===== src/rtl/timer_ctrl.sv =====
// timer_ctrl: configurable up-counter timer with one-shot / auto-reload modes,
// a level-sensitive hold, an abort (stop) request and a valid/ready config port.
module timer_ctrl #(
  parameter int WIDTH = 4
) (
  input  logic             clk,
  input  logic             reset,
  input  logic             cfg_valid,
  output logic             cfg_ready,
  input  logic [WIDTH-1:0] cfg_limit,
  input  logic             cfg_periodic,
  input  logic             start,
  input  logic             hold,
  input  logic             stop,
  output logic [WIDTH-1:0] count,
  output logic             busy,
  output logic             tick,
  output logic             done
);

  typedef enum logic [1:0] {
    IDLE = 2'd0,
    RUN  = 2'd1,
    HOLD = 2'd2
  } state_t;

  localparam logic [WIDTH-1:0] CNT_ZERO = '0;
  localparam logic [WIDTH-1:0] CNT_ONE  = {{(WIDTH-1){1'b0}}, 1'b1};
  localparam logic [WIDTH-1:0] LIM_DFLT = '1;

  state_t           state_q, state_d;
  logic [WIDTH-1:0] count_q, count_d;
  logic [WIDTH-1:0] limit_q, limit_d;
  logic             periodic_q, periodic_d;
  logic             done_q, done_d;
  logic             at_limit;

  // Terminal-count compare shared by tick and the next-state logic.
  assign at_limit = (count_q == limit_q);

  // State, counter, configuration and done registers; reset restores defaults.
  always_ff @(posedge clk or posedge reset) begin
    if (reset) begin
      state_q    <= IDLE;
      count_q    <= CNT_ZERO;
      limit_q    <= LIM_DFLT;
      periodic_q <= 1'b0;
      done_q     <= 1'b0;
    end else begin
      state_q    <= state_d;
      count_q    <= count_d;
      limit_q    <= limit_d;
      periodic_q <= periodic_d;
      done_q     <= done_d;
    end
  end

  // Next-state logic. Priority while busy: stop, then hold, then counting.
  always_comb begin
    state_d    = state_q;
    count_d    = count_q;
    limit_d    = limit_q;
    periodic_d = periodic_q;
    done_d     = 1'b0;
    unique case (state_q)
      IDLE: begin
        // A config arriving on the same edge as start governs that run,
        // because the run reads limit_q/periodic_q only from the next cycle.
        if (cfg_valid) begin
          limit_d    = cfg_limit;
          periodic_d = cfg_periodic;
        end
        if (start) begin
          state_d = RUN;
          count_d = CNT_ZERO;
        end
      end
      RUN: begin
        if (stop) begin
          state_d = IDLE;
          count_d = CNT_ZERO;
        end else if (hold) begin
          state_d = HOLD;
        end else if (at_limit) begin
          if (periodic_q) begin
            count_d = CNT_ZERO;
          end else begin
            // One-shot completion: count stays at the limit for inspection.
            state_d = IDLE;
            done_d  = 1'b1;
          end
        end else begin
          count_d = count_q + CNT_ONE;
        end
      end
      HOLD: begin
        if (stop) begin
          state_d = IDLE;
          count_d = CNT_ZERO;
        end else if (!hold) begin
          // Resume without advancing; counting restarts on the following edge.
          state_d = RUN;
        end
      end
      default: begin
        state_d = IDLE;
        count_d = CNT_ZERO;
      end
    endcase
  end

  assign cfg_ready = (state_q == IDLE);
  assign busy      = (state_q != IDLE);
  assign tick      = (state_q == RUN) && at_limit;
  assign count     = count_q;
  assign done      = done_q;

endmodule


===== config.mk =====
export PLATFORM = sky130hd
export DESIGN_NAME = timer_ctrl
export DESIGN_NICKNAME = d
export VERILOG_FILES = /design/src/rtl/timer_ctrl.sv
export SDC_FILE = /design/constraint.sdc
export NUM_CORES = 1
export LEC_CHECK = 0
export ABC_AREA = 0
export ABC_CLOCK_PERIOD_IN_PS = 3500
export CORE_UTILIZATION = 49
export CTS_CLUSTER_DIAMETER = 120
export CTS_CLUSTER_SIZE = 14
export DETAILED_ROUTE_END_ITERATION = 12
export GPL_ROUTABILITY_DRIVEN = 1
export MAX_ROUTING_LAYER = met4
export PLACE_DENSITY = 0.93
export REMOVE_ABC_BUFFERS = 1
export SLEW_MARGIN = 5
export SYNTH_ARGS = -nofsm -noshare
export SYNTH_HDL_FRONTEND = slang
export SYNTH_SLANG_ARGS = --single-unit
export TNS_END_PERCENT = 30

===== constraint.sdc =====
create_clock -name clk -period 3.5 [get_ports clk]
set_clock_uncertainty 0.15 [all_clocks]
set_input_delay 0.875 -clock clk [delete_from_list [all_inputs] [get_ports clk]]
set_output_delay 0.875 -clock clk [all_outputs]
set_load 0.005 [all_outputs]

==> reports/metrics.csv <==
stage;metric;value;unit
status;status;complete, but fails checks;
status;violations;DRC;
clock_network;h-tree-depth;1;
setup_path;setup.worst_path.end_class;primary output;
clock_network;cts_tree;done;
floorplan;ios;19;
sta;slew_viol_final;0;
yosys;synth-edff-count;0;
worst_hold_path;hold_path.class;register to register;
floorplan;design.core.area;1285;um^2
setup_path;startpoint_type;register;
finish;num-nets-final;95;
yosys;avgSynthCellArea;10.88;um^2
route;first_pass_iters;12;
pwr;power_switching;120.6;uW
yosys;synth_most_common_cell;dfrtp_1;
clock_network;clock-root-buffer;clkbuf_4;
setup_path;cp.arrival;2.21;ns
finish;drive_above_1_share;18.52;%
sta;rsz0062_at_grt;no;
global_routing;grt_overflow_total;0;
global_routing;antenna_found_initial;0;
placement;io_buffers;18;
setup_path;worstPathRequired;2.47;ns
clock_network;numCtsBuffers;3;
placement;place_congestion;0.8077;
yosys;ys_top_cells_by_count;dfrtp_1, inv_1, dfstp_2, mux2_2, xor2_1;
global_routing;grt_first_pass_wirelength;2.194;mm
pwr;pwr-share-clk;21.5;%
global_routing;grt_usage;22.76;%
sta;setup_viol;0;
finish;final_util;68.45;%
clock_network;cts_hold_buffers;0;
route;wirelength;1.377;mm
clock_network;clk_pin_slew;0.07;ns
route;wl_per_cell;14.34;um
clock_network;cts_resized;0;
yosys;synth.area.top_cells;dfrtp_1, dfstp_2, mux2_2;
sta;setup-tns-final;0;ns
global_routing;grt_max_degree;13;
setup_path;crit_path_max_fanout;4;
yosys;yosys.cell_types.count;33;
setup_path;crit_type;register to primary output;
floorplan;die_h;39.10;um
pwr;p_total;396.7;uW
floorplan;rows;13;
placement;dp_hpwl;1.042;mm
route;vias;562;
sta;fin_crit;3.238;ns
pwr;p_per_area;451.0;nW/um^2
pwr;leakagePower;0.3593;nW
sta;hold_violations;0;
clock_network;post_cts_buffers;0;
yosys;ys_seq_elements;12;
yosys;synth_async_sr_flop_share;100.0;%
route;drt_first_iter_violations;16;
pwr;swShare;30.40;%
pwr;seq_power_share;48.8;%
floorplan;start_util;52.48;%
yosys;yosysTopAreaCellShare;29.68;%
global_routing;grt_pass1_vias;503;
floorplan;fp.dieArea;1529;um^2
yosys;yosys_warnings;0;
sta;tightest_slew;0.4865;ns
clock_network;clkLatencyLatePin;0.28;ns
run;maxCapViolCount;0;
route;post-route-drc-count;2;
route;routed_via_density;5.854;
clock_network;cts_sinks;12;
sta;fin_crit_sh;92.51;%
route;antenna_left;0;
pwr;p_comb_share;29.7;%
finish;antenna-diode-count;0;
floorplan;die_x;39.10;um
sta;fmax;308.8;MHz
yosys;synth_ff_type;dfrtp_1;
yosys;synth_area;674.4;um^2
yosys;synth_seq_area_share;45.27;%
finish;area_growth;30.43;%
pwr;vdd_drop_max;0.0002649;V
finish;fill_cells;91;
clock_network;cts_buffer_depth;2;
sta;relSlewSlack;67.14;%
pwr;p_int;276.1;uW
yosys;yosysTopAreaCell;dfrtp_1;
yosys;syn_inst;62;
[per-layer routing]
metal	global-route usage (%)	share of wire, %
met4	12.93	3.8
met3	5.202	5.2
met2	32.92	47
met5	-	0
met1	29.09	44
[per-stage QoR]
stage / hold slack (ns) / area, um^2 / setup slack [ns] / instances
floorplan: 0.2822 / 658.1 / 1.102 / 60
global placement: 0.3004 / 857.1 / 0.6094 / 93
detailed placement: 0.3076 / 857.1 / 0.5732 / 93
CTS: 0.3230 / 879.6 / 0.2585 / 96
global route: 0.3484 / 879.6 / 0.1919 / 96
finish: 0.3208 / 879.6 / 0.2621 / 96
[placed cells by master (no fill, tap or decap), drive strengths merged, types with 2 or more instances in the layout]
| cell | synthesis | routed |
|---|---|---|
| or3 | 2 | 2 |
| nor3b | 3 | 3 |
| xor2 | 4 | 4 |
| dfrtp | 8 | 8 |
| o21bai | 2 | 2 |
| nor2 | 2 | 2 |
| inv | 6 | 6 |
| mux2 | 6 | 6 |
| o21ai | 2 | 2 |
| nand2 | 2 | 2 |
| nand2b | 2 | 2 |
| clkbuf | 0 | 3 |
| a21oi | 2 | 2 |
| clkdlybuf4s50 | 0 | 18 |
| dfstp | 4 | 4 |
[area by class of cell]
cell class                      instances  area, um^2  area share [%]
Inverter                                6       22.52           2.560
Tap cell                               15       18.77           2.134
Timing Repair Buffer                   18       180.2           20.48
Sequential cell                        12       305.3           34.71
Clock buffer                            3       22.52           2.560
Multi-Input combinational cell         42       330.3           37.55
[power by group through the flow]
stage | clock network (mW) | registers [mW] | logic (mW)
floorplan | 0 | 0.190 | 0.0725
global placement | 0 | 0.193 | 0.110
detailed placement | 0 | 0.195 | 0.116
CTS | 0.0862 | 0.193 | 0.117
global route | 0.0922 | 0.196 | 0.130
finish | 0.0854 | 0.194 | 0.118
[flip-flops by register name (all words and copies together), names as in the netlist]
| signal | count |
|---|---|
| limit_q | 4 |
| periodic_q | 1 |
| state_q | 2 |
| done | 1 |
| count | 4 |
[final timing paths]
path | startpoint | to | slack [ns] | cells past startpoint
worst max-delay path | limit_q[1] | tick | 0.26 | 4
worst min-delay path | periodic_q | done | 0.32 | 1
worst max register to register | limit_q[1] | count[1] | 1.59 | 4
worst min register to register | periodic_q | done | 0.32 | 1
max in group asynchronous | reset | limit_q[2] | 2.10 | 2
min in group asynchronous | reset | periodic_q | 0.75 | 2
[worst max-delay path: stages, from the launching register on]
cell and delay, ns:
dfstp_2 0.54, xor2_1 0.10, or4_4 0.57, nor3b_1 0.20
clkdlybuf4s50_1 0.53
[cells by family after synthesis]
kind of cell / synth area share [%]
flops: 45.27
compound gates: 9.649
fa+ha+maj: 1.855
buf+inv: 5.750
simple gates: 18.93
mux: 12.06
xor+xnor: 6.493
Power figures use the tool's default switching activity.
